**src/rtl/cmd_frame_if.sv**
```systemverilog
// Command-frame bus bundle: the received byte stream going into the controller
// and the register-file / ALU control outputs coming out of it.
// The slave modport is the controller's view; master is the driver/observer view.
// Width parameters must match the ones given to cmd_frame_ctrl.
interface cmd_frame_if #(
  parameter int DATA_W = 8,
  parameter int ADDR_W = 4,
  parameter int FUN_W  = 4
);
  // byte stream
  logic              rx_valid;
  logic [DATA_W-1:0] rx_data;
  // register file control
  logic              rf_wr_en;
  logic              rf_rd_en;
  logic [ADDR_W-1:0] rf_addr;
  logic [DATA_W-1:0] rf_wr_data;
  // ALU control
  logic              alu_en;
  logic [FUN_W-1:0]  alu_fun;
  logic              clk_gate_en;
  // status
  logic              busy;
  logic              frame_err;

  modport slave (
    input  rx_valid, rx_data,
    output rf_wr_en, rf_rd_en, rf_addr, rf_wr_data,
    output alu_en, alu_fun, clk_gate_en, busy, frame_err
  );

  modport master (
    output rx_valid, rx_data,
    input  rf_wr_en, rf_rd_en, rf_addr, rf_wr_data,
    input  alu_en, alu_fun, clk_gate_en, busy, frame_err
  );
endinterface

```
**src/rtl/cmd_frame_ctrl.sv**
```systemverilog
// cmd_frame_ctrl: decodes a byte-serial command stream into register-file
// writes/reads and ALU execute strobes. Frames:
//   AA addr data      -> register write
//   BB addr           -> register read
//   CC opa opb fun    -> write operands to OPA_ADDR/OPB_ADDR, then execute
//   DD fun            -> execute only
// Any other opcode byte in IDLE pulses frame_err.
// All outputs are registered: a byte accepted on edge N shows its effect
// in the cycle following that edge.
// Optional inter-byte timeout: define CMD_TIMEOUT_EN to build a counter that
// abandons a frame after TIMEOUT idle cycles and pulses frame_err. Without the
// macro there is no counter and the controller waits indefinitely mid-frame.
module cmd_frame_ctrl #(
  parameter int DATA_W   = 8,
  parameter int ADDR_W   = 4,
  parameter int FUN_W    = 4,
  parameter int OPA_ADDR = 0,
  parameter int OPB_ADDR = 1,
  parameter int TIMEOUT  = 255
) (
  input  logic          clk,
  input  logic          rst,
  cmd_frame_if.slave    bus
);

  typedef enum logic [2:0] {
    IDLE    = 3'd0,
    WR_ADDR = 3'd1,
    WR_DATA = 3'd2,
    RD_ADDR = 3'd3,
    OPA     = 3'd4,
    OPB     = 3'd5,
    FUNC    = 3'd6
  } state_t;

  // Opcode bytes, zero-extended to the byte width
  localparam logic [DATA_W-1:0] OP_WRITE = DATA_W'(8'hAA);
  localparam logic [DATA_W-1:0] OP_READ  = DATA_W'(8'hBB);
  localparam logic [DATA_W-1:0] OP_OPND  = DATA_W'(8'hCC);
  localparam logic [DATA_W-1:0] OP_FUNC  = DATA_W'(8'hDD);

  localparam logic [ADDR_W-1:0] OPA_A = ADDR_W'(OPA_ADDR);
  localparam logic [ADDR_W-1:0] OPB_A = ADDR_W'(OPB_ADDR);

  state_t            state_q,      state_d;
  logic [ADDR_W-1:0] addr_q,       addr_d;
  logic              rf_wr_en_q,   rf_wr_en_d;
  logic              rf_rd_en_q,   rf_rd_en_d;
  logic [ADDR_W-1:0] rf_addr_q,    rf_addr_d;
  logic [DATA_W-1:0] rf_wr_data_q, rf_wr_data_d;
  logic              alu_en_q,     alu_en_d;
  logic [FUN_W-1:0]  alu_fun_q,    alu_fun_d;
  logic              clk_gate_q,   clk_gate_d;
  logic              busy_q,       busy_d;
  logic              frame_err_q,  frame_err_d;

  // High in the cycle the inter-byte timeout expires (never without the macro)
  logic              timeout_hit;

`ifdef CMD_TIMEOUT_EN
  logic [15:0] tmo_cnt_q, tmo_cnt_d;

  // The last idle cycle before expiry is when the count would reach TIMEOUT;
  // a byte arriving in that same cycle wins, so rx_valid blocks the hit.
  assign timeout_hit = (state_q != IDLE) && !bus.rx_valid &&
                       (tmo_cnt_q == 16'(TIMEOUT - 1));

  // Count consecutive mid-frame cycles without a byte; any byte or IDLE clears it
  always_comb begin
    tmo_cnt_d = '0;
    if ((state_q != IDLE) && !bus.rx_valid && !timeout_hit) begin
      tmo_cnt_d = tmo_cnt_q + 16'd1;
    end
  end

  // Timeout counter register
  always_ff @(posedge clk or negedge rst) begin
    if (!rst) begin
      tmo_cnt_q <= '0;
    end else begin
      tmo_cnt_q <= tmo_cnt_d;
    end
  end
`else
  // No timeout hardware: TIMEOUT is accepted but has no effect in this build
  logic unused_timeout;
  assign unused_timeout = (TIMEOUT > 0);
  assign timeout_hit    = 1'b0;
`endif

  // Next-state and next-output decode; every output defaults to its idle value
  always_comb begin
    state_d      = state_q;
    addr_d       = addr_q;
    rf_wr_en_d   = 1'b0;
    rf_rd_en_d   = 1'b0;
    rf_addr_d    = '0;
    rf_wr_data_d = '0;
    alu_en_d     = 1'b0;
    alu_fun_d    = '0;
    frame_err_d  = 1'b0;

    if (timeout_hit) begin
      // Abandon the frame: no strobe, just the error pulse
      state_d     = IDLE;
      frame_err_d = 1'b1;
    end else if (bus.rx_valid) begin
      case (state_q)
        IDLE: begin
          if (bus.rx_data == OP_WRITE) begin
            state_d = WR_ADDR;
          end else if (bus.rx_data == OP_READ) begin
            state_d = RD_ADDR;
          end else if (bus.rx_data == OP_OPND) begin
            state_d = OPA;
          end else if (bus.rx_data == OP_FUNC) begin
            state_d = FUNC;
          end else begin
            frame_err_d = 1'b1;
          end
        end
        WR_ADDR: begin
          addr_d  = bus.rx_data[ADDR_W-1:0];
          state_d = WR_DATA;
        end
        WR_DATA: begin
          rf_wr_en_d   = 1'b1;
          rf_addr_d    = addr_q;
          rf_wr_data_d = bus.rx_data;
          state_d      = IDLE;
        end
        RD_ADDR: begin
          rf_rd_en_d = 1'b1;
          rf_addr_d  = bus.rx_data[ADDR_W-1:0];
          state_d    = IDLE;
        end
        OPA: begin
          rf_wr_en_d   = 1'b1;
          rf_addr_d    = OPA_A;
          rf_wr_data_d = bus.rx_data;
          state_d      = OPB;
        end
        OPB: begin
          rf_wr_en_d   = 1'b1;
          rf_addr_d    = OPB_A;
          rf_wr_data_d = bus.rx_data;
          state_d      = FUNC;
        end
        FUNC: begin
          alu_en_d  = 1'b1;
          alu_fun_d = bus.rx_data[FUN_W-1:0];
          state_d   = IDLE;
        end
        default: begin
          state_d = IDLE;
        end
      endcase
    end

    // Status outputs follow the next state so their registers track state_q
    busy_d     = (state_d != IDLE);
    clk_gate_d = (state_d == OPB) || (state_d == FUNC) || alu_en_d;
  end

  // State and output registers; reset abandons any frame with all outputs low
  always_ff @(posedge clk or negedge rst) begin
    if (!rst) begin
      state_q      <= IDLE;
      addr_q       <= '0;
      rf_wr_en_q   <= 1'b0;
      rf_rd_en_q   <= 1'b0;
      rf_addr_q    <= '0;
      rf_wr_data_q <= '0;
      alu_en_q     <= 1'b0;
      alu_fun_q    <= '0;
      clk_gate_q   <= 1'b0;
      busy_q       <= 1'b0;
      frame_err_q  <= 1'b0;
    end else begin
      state_q      <= state_d;
      addr_q       <= addr_d;
      rf_wr_en_q   <= rf_wr_en_d;
      rf_rd_en_q   <= rf_rd_en_d;
      rf_addr_q    <= rf_addr_d;
      rf_wr_data_q <= rf_wr_data_d;
      alu_en_q     <= alu_en_d;
      alu_fun_q    <= alu_fun_d;
      clk_gate_q   <= clk_gate_d;
      busy_q       <= busy_d;
      frame_err_q  <= frame_err_d;
    end
  end

  assign bus.rf_wr_en    = rf_wr_en_q;
  assign bus.rf_rd_en    = rf_rd_en_q;
  assign bus.rf_addr     = rf_addr_q;
  assign bus.rf_wr_data  = rf_wr_data_q;
  assign bus.alu_en      = alu_en_q;
  assign bus.alu_fun     = alu_fun_q;
  assign bus.clk_gate_en = clk_gate_q;
  assign bus.busy        = busy_q;
  assign bus.frame_err   = frame_err_q;

endmodule

```
**src/flat_wrapper.sv**
```systemverilog
// flat-port wrapper written by rule: the top's interface ports become plain ports
module cmd_frame_ctrl_flat 
#(
  parameter int DATA_W   = 8,
  parameter int ADDR_W   = 4,
  parameter int FUN_W    = 4,
  parameter int OPA_ADDR = 0,
  parameter int OPB_ADDR = 1,
  parameter int TIMEOUT  = 255
)
  (clk, rst, bus_rx_valid, bus_rx_data, bus_rf_wr_en, bus_rf_rd_en, bus_rf_addr, bus_rf_wr_data, bus_alu_en, bus_alu_fun, bus_clk_gate_en, bus_busy, bus_frame_err);
  cmd_frame_if #(.DATA_W(DATA_W), .ADDR_W(ADDR_W), .FUN_W(FUN_W)) bus_i ();
  input  logic clk;
  input  logic rst;
  input wire logic [$bits(bus_i.rx_valid)-1:0] bus_rx_valid;
  input wire logic [$bits(bus_i.rx_data)-1:0] bus_rx_data;
  output wire logic [$bits(bus_i.rf_wr_en)-1:0] bus_rf_wr_en;
  output wire logic [$bits(bus_i.rf_rd_en)-1:0] bus_rf_rd_en;
  output wire logic [$bits(bus_i.rf_addr)-1:0] bus_rf_addr;
  output wire logic [$bits(bus_i.rf_wr_data)-1:0] bus_rf_wr_data;
  output wire logic [$bits(bus_i.alu_en)-1:0] bus_alu_en;
  output wire logic [$bits(bus_i.alu_fun)-1:0] bus_alu_fun;
  output wire logic [$bits(bus_i.clk_gate_en)-1:0] bus_clk_gate_en;
  output wire logic [$bits(bus_i.busy)-1:0] bus_busy;
  output wire logic [$bits(bus_i.frame_err)-1:0] bus_frame_err;
  assign bus_i.rx_valid = bus_rx_valid;
  assign bus_i.rx_data = bus_rx_data;
  assign bus_rf_wr_en = bus_i.rf_wr_en;
  assign bus_rf_rd_en = bus_i.rf_rd_en;
  assign bus_rf_addr = bus_i.rf_addr;
  assign bus_rf_wr_data = bus_i.rf_wr_data;
  assign bus_alu_en = bus_i.alu_en;
  assign bus_alu_fun = bus_i.alu_fun;
  assign bus_clk_gate_en = bus_i.clk_gate_en;
  assign bus_busy = bus_i.busy;
  assign bus_frame_err = bus_i.frame_err;
  cmd_frame_ctrl #(.DATA_W(DATA_W), .ADDR_W(ADDR_W), .FUN_W(FUN_W), .OPA_ADDR(OPA_ADDR), .OPB_ADDR(OPB_ADDR), .TIMEOUT(TIMEOUT)) u_core (.clk(clk), .rst(rst), .bus(bus_i));
endmodule
```
**config.mk**
```make
export PLATFORM = sky130hd
export DESIGN_NAME = cmd_frame_ctrl_flat
export DESIGN_NICKNAME = d
export VERILOG_FILES = /design/src/rtl/cmd_frame_if.sv /design/src/rtl/cmd_frame_ctrl.sv /design/src/flat_wrapper.sv
export SDC_FILE = /design/constraint.sdc
export NUM_CORES = 1
export LEC_CHECK = 0
export ABC_AREA = 1
export CAP_MARGIN = 0
export CORE_ASPECT_RATIO = 1.1
export CORE_UTILIZATION = 33
export CTS_BUF_LIST = sky130_fd_sc_hd__clkbuf_16
export CTS_CLUSTER_SIZE = 16
export DETAILED_ROUTE_END_ITERATION = 16
export SLEW_MARGIN = 25
export SYNTH_ARGS = -nofsm -noshare
export SYNTH_HDL_FRONTEND = slang
export SYNTH_SLANG_ARGS = --single-unit
export TNS_END_PERCENT = 5
```
**constraint.sdc**
```tcl
create_clock -name clk -period 1.5 [get_ports clk]
set_input_delay 0.3 -clock clk [delete_from_list [all_inputs] [get_ports clk]]
set_output_delay 0.3 -clock clk [all_outputs]
set_load 0.005 [all_outputs]
```
Yosys cells after proc, flatten, opt, wreduce, memory -nomap -nowiden
Index checks and enable logic that the tools add are counted.
- equal/unequal tests: 12
- multiplexer cells: 24
- reductions and logical operators: 6
- operators with widths (operator ; count):
    $eq 8x8->1 const B ; 4
    $mux 8 ; 2
    $eq 3x3->1 const B ; 5
    $mux 3 ; 5
    $mux 1 ; 12
    $mux 4 ; 3
    $pmux 3 s4 ; 1
    $pmux 4 s3 ; 1
    $eq 3x2->1 const B ; 2
    $eq 3x1->1 const B ; 1
    $logic_not 3->1 ; 1
    $reduce_bool 3->1 ; 1
    $reduce_or 3->1 ; 1
    $logic_or 1x1->1 ; 2
    $reduce_and 2->1 ; 1
- flip-flop bits (word level): 29
- input bits: 11
- output and inout port bits: 22

Depth between registers and ports, before layout
- depth in word-level cells: 10
- gate-level depth with buffers: 11

Worst setup path before layout
No wires, ideal clock.
- kind: register to register
- start: register u_core.state_q[2]
- end: register u_core.busy_q, in the netlist u_core.bus.busy
- library setup time: 0.124 ns
- arrival time: 1.085 ns
- data required time: 1.376 ns
- path slack: 0.291 ns
- stages on the path, launching flop included: 9
- buffers on the path: 0
- clock period less this slack: 1.209 ns
- cells stage by stage: dfrtp_1 inv_2 nand2_1 a21oi_2 nand2_1 nand2_1 nand2_2 nand2_2 or2_1
- longest elaborated chain between the ends: 7
- elaborated cells between the ends (all ways): 11
- RTL lines (element ; line ; RTL):
    start, declared ; cmd_frame_ctrl.sv:45 ; state_t state_q, state_d;
    start signal, assigned ; cmd_frame_ctrl.sv:180 ; state_q <= state_d;
    $mux 3 ; cmd_frame_ctrl.sv:116 ; end else if (bus.rx_data == OP_FUNC) begin
    $mux 3 ; cmd_frame_ctrl.sv:114 ; end else if (bus.rx_data == OP_OPND) begin
    $mux 3 ; cmd_frame_ctrl.sv:112 ; end else if (bus.rx_data == OP_READ) begin
    $mux 3 ; cmd_frame_ctrl.sv:110 ; if (bus.rx_data == OP_WRITE) begin
    $pmux 3 s4 ; cmd_frame_ctrl.sv:108 ; case (state_q)
    $mux 3 (*) ; cmd_frame_ctrl.sv:107 ; end else if (bus.rx_valid) begin
    $reduce_bool 3->1 (*) ; cmd_frame_ctrl.sv:161 ; busy_d = (state_d != IDLE);
    via u_core.busy_d ; cmd_frame_ctrl.sv:54 ; logic busy_q, busy_d;
    end signal, assigned ; cmd_frame_ctrl.sv:189 ; busy_q <= busy_d;
    end, declared ; cmd_frame_ctrl.sv:54 ;
Mark *: on every way through the listed nets, which the timed path passes. The rest lies on a longest branch.
A chain may end at the register's enable or synchronous reset.

Worst setup path after layout
- start: input port bus_rx_data[4]
- end: register u_core.clk_gate_q, in the netlist u_core.bus.clk_gate_en
- longest elaborated chain between the ends: 10
- elaborated cells between the ends (all ways): 14
- RTL lines (element ; line ; RTL):
    start, declared ; flat_wrapper.sv:16 ; input wire logic [$bits(bus_i.rx_data)-1:0] bus_rx_data;
    $eq 8x8->1 ; cmd_frame_ctrl.sv:116 ;
    $mux 3 ; cmd_frame_ctrl.sv:116 ;
    $mux 3 ; cmd_frame_ctrl.sv:114 ;
    $mux 3 ; cmd_frame_ctrl.sv:112 ;
    $mux 3 (*) ; cmd_frame_ctrl.sv:110 ;
    $pmux 3 s4 (*) ; cmd_frame_ctrl.sv:108 ;
    $mux 3 (*) ; cmd_frame_ctrl.sv:107 ;
    via u_core.state_d[2] ; cmd_frame_ctrl.sv:45 ;
    $eq 3x3->1 ; cmd_frame_ctrl.sv:162 ; clk_gate_d = (state_d == OPB) || (state_d == FUNC) || alu_en_d;
    $logic_or 1x1->1 (*) (2 in a row) ; cmd_frame_ctrl.sv:162 ;
    via u_core.clk_gate_d ; cmd_frame_ctrl.sv:53 ; logic clk_gate_q, clk_gate_d;
    end signal, assigned ; cmd_frame_ctrl.sv:188 ; clk_gate_q <= clk_gate_d;
    end, declared ; cmd_frame_ctrl.sv:53 ;
Marked as above.

==> results.md <==
* Register bit total from synthesis at 29
* Vias in the first global route at 1073
* VDD IR max at 0.617 mV
* Core footprint at 3440 sq um
* Slew of the pin with the lowest slew margin at 442 ps
* DR vias at 1099
* GRT Util Overall at 15.8%
* Antenna cells at 0
* Unique masters post-synth at 16
* Post-DP HPWL at 2060 microns
* Multi-input logic area at 448 sq um
* Register area at 726 sq um
* Post-Syn Instances at 141
* Final core occ at 56.6%
* Max-slew violation count at 0
* YS warnings at 0
* Final setup TNS at 0 ps
* Outcome: finished, final reports clean
* RSZ-0062 raised after global routing: false
* Wire length per cell at 11.1 microns
* Int Pwr at 2220 uW
* Final min period at 1410 ps
* Htree depth at 2
* FF-to-FF Start: u_core.state_q[2]$_DFF_PN0_
* Seq pwr share at 34.4%
* Post-CTS setup buffer count at 0
* Max_cap viols at 0
* Port Buffers at 32
* # nets final at 208
* Worst-skew pair later-pin latency at 270 ps
* Setup crit start kind: input port
* Critical path endpoint category: flop
* Final setup violation count at 0
* Crit-path max FO at 3
* TritonRoute pass-1 iters at 6
* Worst setup startpoint: bus_rx_data[4]
* PwrDens at 1630 nW/um^2
* R2R depth at 7
* CTS tree: built
* # rows at 22
* Top-level I/O count at 33
* Syn_area_per_cell at 8.75 sq um
* DIE WIDTH at 60.3 microns
* Clk buf depth at 2
* Share of cells above drive strength 1 at 22.2%
* Die Area at 3990 sq um
* Post-route ant nets at 0
* Largest net degree at the start of global routing at 30
* First-pass GRT wire length at 4580 microns
* Clk pwr share at 35.1%
* # DRC at 0
* Final Hold Viols at 0
* Initial antenna violation count at 0
* Reg clk slew, reported paths at 50 ps
* Initial core utilization at 35.9%
* Num CTS Buffers at 5
* Initial drt markers at 47
* Hold WC Path Type: in2reg
* Setup Skew at 1.57 ps
* Reg2Reg Capture Point: u_core.bus.clk_gate_en$_DFF_PN0_
* Vias/cell at 4.47
* Root buffer cell: clkbuf_16
* Leakage at 0.00103 uW
* Syn nets at 152
* Commonest cells after routing, fill and taps aside: nor2_1, dfrtp_1, nand2_1, clkdlybuf4s50_1, buf_4
* P&R area growth vs syn at 57.9%
* Worst EP required at 1700 ps
* Die H at 66.1 microns
* Final wirelength at 2720 microns
* Sw Ratio at 30.0%
* Seq/Total Area, Yosys at 58.8%
* FILL cells at 322
* Routability congestion estimate at 0.847
* Hold_buf cts at 0
* End of the critical path: u_core.bus.clk_gate_en$_DFF_PN0_
* Relative slew slack at 70.3%
* FF-to-FF setup slack at 140 ps
* Final Cycle Share at 93.8%
* Fmax at 711 MHz
* Sw power at 949 uW
* Setup CP Type: in2reg
* Worst Hold Depth at 3
* CTS Sinks at 29
* Grt total ovfl at 0
* Combinational power share at 30.5%
* Synthesized cell area at 1230 sq um
* Critical path arrival at 1610 ps
* Commonest non-fill, non-tap cell in the layout: nor2_1
[routing by layer]
metal  GRT usage [%]  vias up  wire length [microns]
met1            19.4      511                   1180
met5               0        -                      0
met3            2.54        4                    127
met2            26.1       35                   1370
li1                -      549                      -
met4            7.85        0                     42
[metrics by stage]
| stage | hold WS, ps | area (sq um) | std cells | setup slack, ps | total power (uW) |
|---|---|---|---|---|---|
| floorplan | 4.41 | 1230 | 141 | 291 | 1590 |
| global placement | 468 | 1740 | 238 | -297 | 2020 |
| detailed placement | 478 | 1740 | 238 | -338 | 2050 |
| CTS | 422 | 1910 | 246 | 1.14 | 3170 |
| global route | 332 | 1950 | 246 | 5.42 | 3360 |
| finish | 322 | 1950 | 246 | 93.5 | 3170 |
[worst min-delay path by stage]
stage | to | slack, ps | start
after global placement | u_core.addr_q[0]$_DFFE_PN0P_ | 470 | u_core.addr_q[0]$_DFFE_PN0P_
after CTS | u_core.bus.alu_fun[1]$_DFF_PN0_ | 420 | rst
after floorplan | u_core.addr_q[0]$_DFFE_PN0P_ | 4 | rst
final | u_core.bus.rf_wr_data[7]$_DFF_PN0_ | 320 | bus_rx_data[7]
after detailed placement | u_core.addr_q[0]$_DFFE_PN0P_ | 480 | u_core.addr_q[0]$_DFFE_PN0P_
after global routing | u_core.bus.rf_wr_data[7]$_DFF_PN0_ | 330 | bus_rx_data[7]
[cell usage after synthesis]
master	count	share of area (%)
a31oi_4	1	1.7
nand3_1	9	3.7
a21oi_1	2	0.81
a21oi_2	3	2.1
a22oi_1	4	2.4
nand2_2	2	1.0
nor2_4	1	0.91
inv_1	16	4.9
o21ai_0	4	1.6
or2_1	1	0.51
nor2_1	32	9.7
nor3_1	3	1.2
inv_2	6	1.8
nor2_2	1	0.51
dfrtp_1	29	59
nand2_1	27	8.2
[worst max-delay path, stage by stage]
cell             delay [ps]
clkdlybuf4s50_1         470
nand2_1                  80
buf_4                   150
a21oi_2                 140
nand3_1                 120
a21oi_2                 170
nand3_1                 100
nand2_1                  80
[layout make-up]
class	count	share of cell area (%)
clock inverters	3	2.12
inverters	22	4.24
well taps	48	3.08
clock buffers	5	6.42
multi-input cells	90	23.0
flip-flops and latches	29	37.3
repair buffers	49	23.9
[power groups by stage]
stage | Sequential (uW) | Clock, uW | Combinational, uW
finish | 1090 | 1110 | 965
global route | 1110 | 1170 | 1070
CTS | 1080 | 1120 | 958
detailed placement | 1090 | 0 | 953
global placement | 1090 | 0 | 928
floorplan | 1090 | 0 | 494
[cell families after synthesis]
group | count (synthesis) | synth area share (%)
compound gates | 14 | 8.72
simple gates | 76 | 25.8
buf+inv | 22 | 6.69
flops | 29 | 58.8
[flip-flops by register name (all words and copies together), names as in the netlist]
signal,flops
u_core.bus.rf_wr_data,8
u_core.bus.rf_rd_en,1
u_core.bus.alu_fun,4
u_core.bus.busy,1
u_core.state_q,3
u_core.bus.clk_gate_en,1
u_core.bus.alu_en,1
u_core.addr_q,4
u_core.bus.rf_addr,4
u_core.bus.rf_wr_en,1
u_core.bus.frame_err,1
[what timing repair did]
item	4_1_cts	5_1_grt
setup endpoints to repair	2	2
gates resized for setup	1	12
pin swaps	0	3
(Power assumes the default switching activity.)
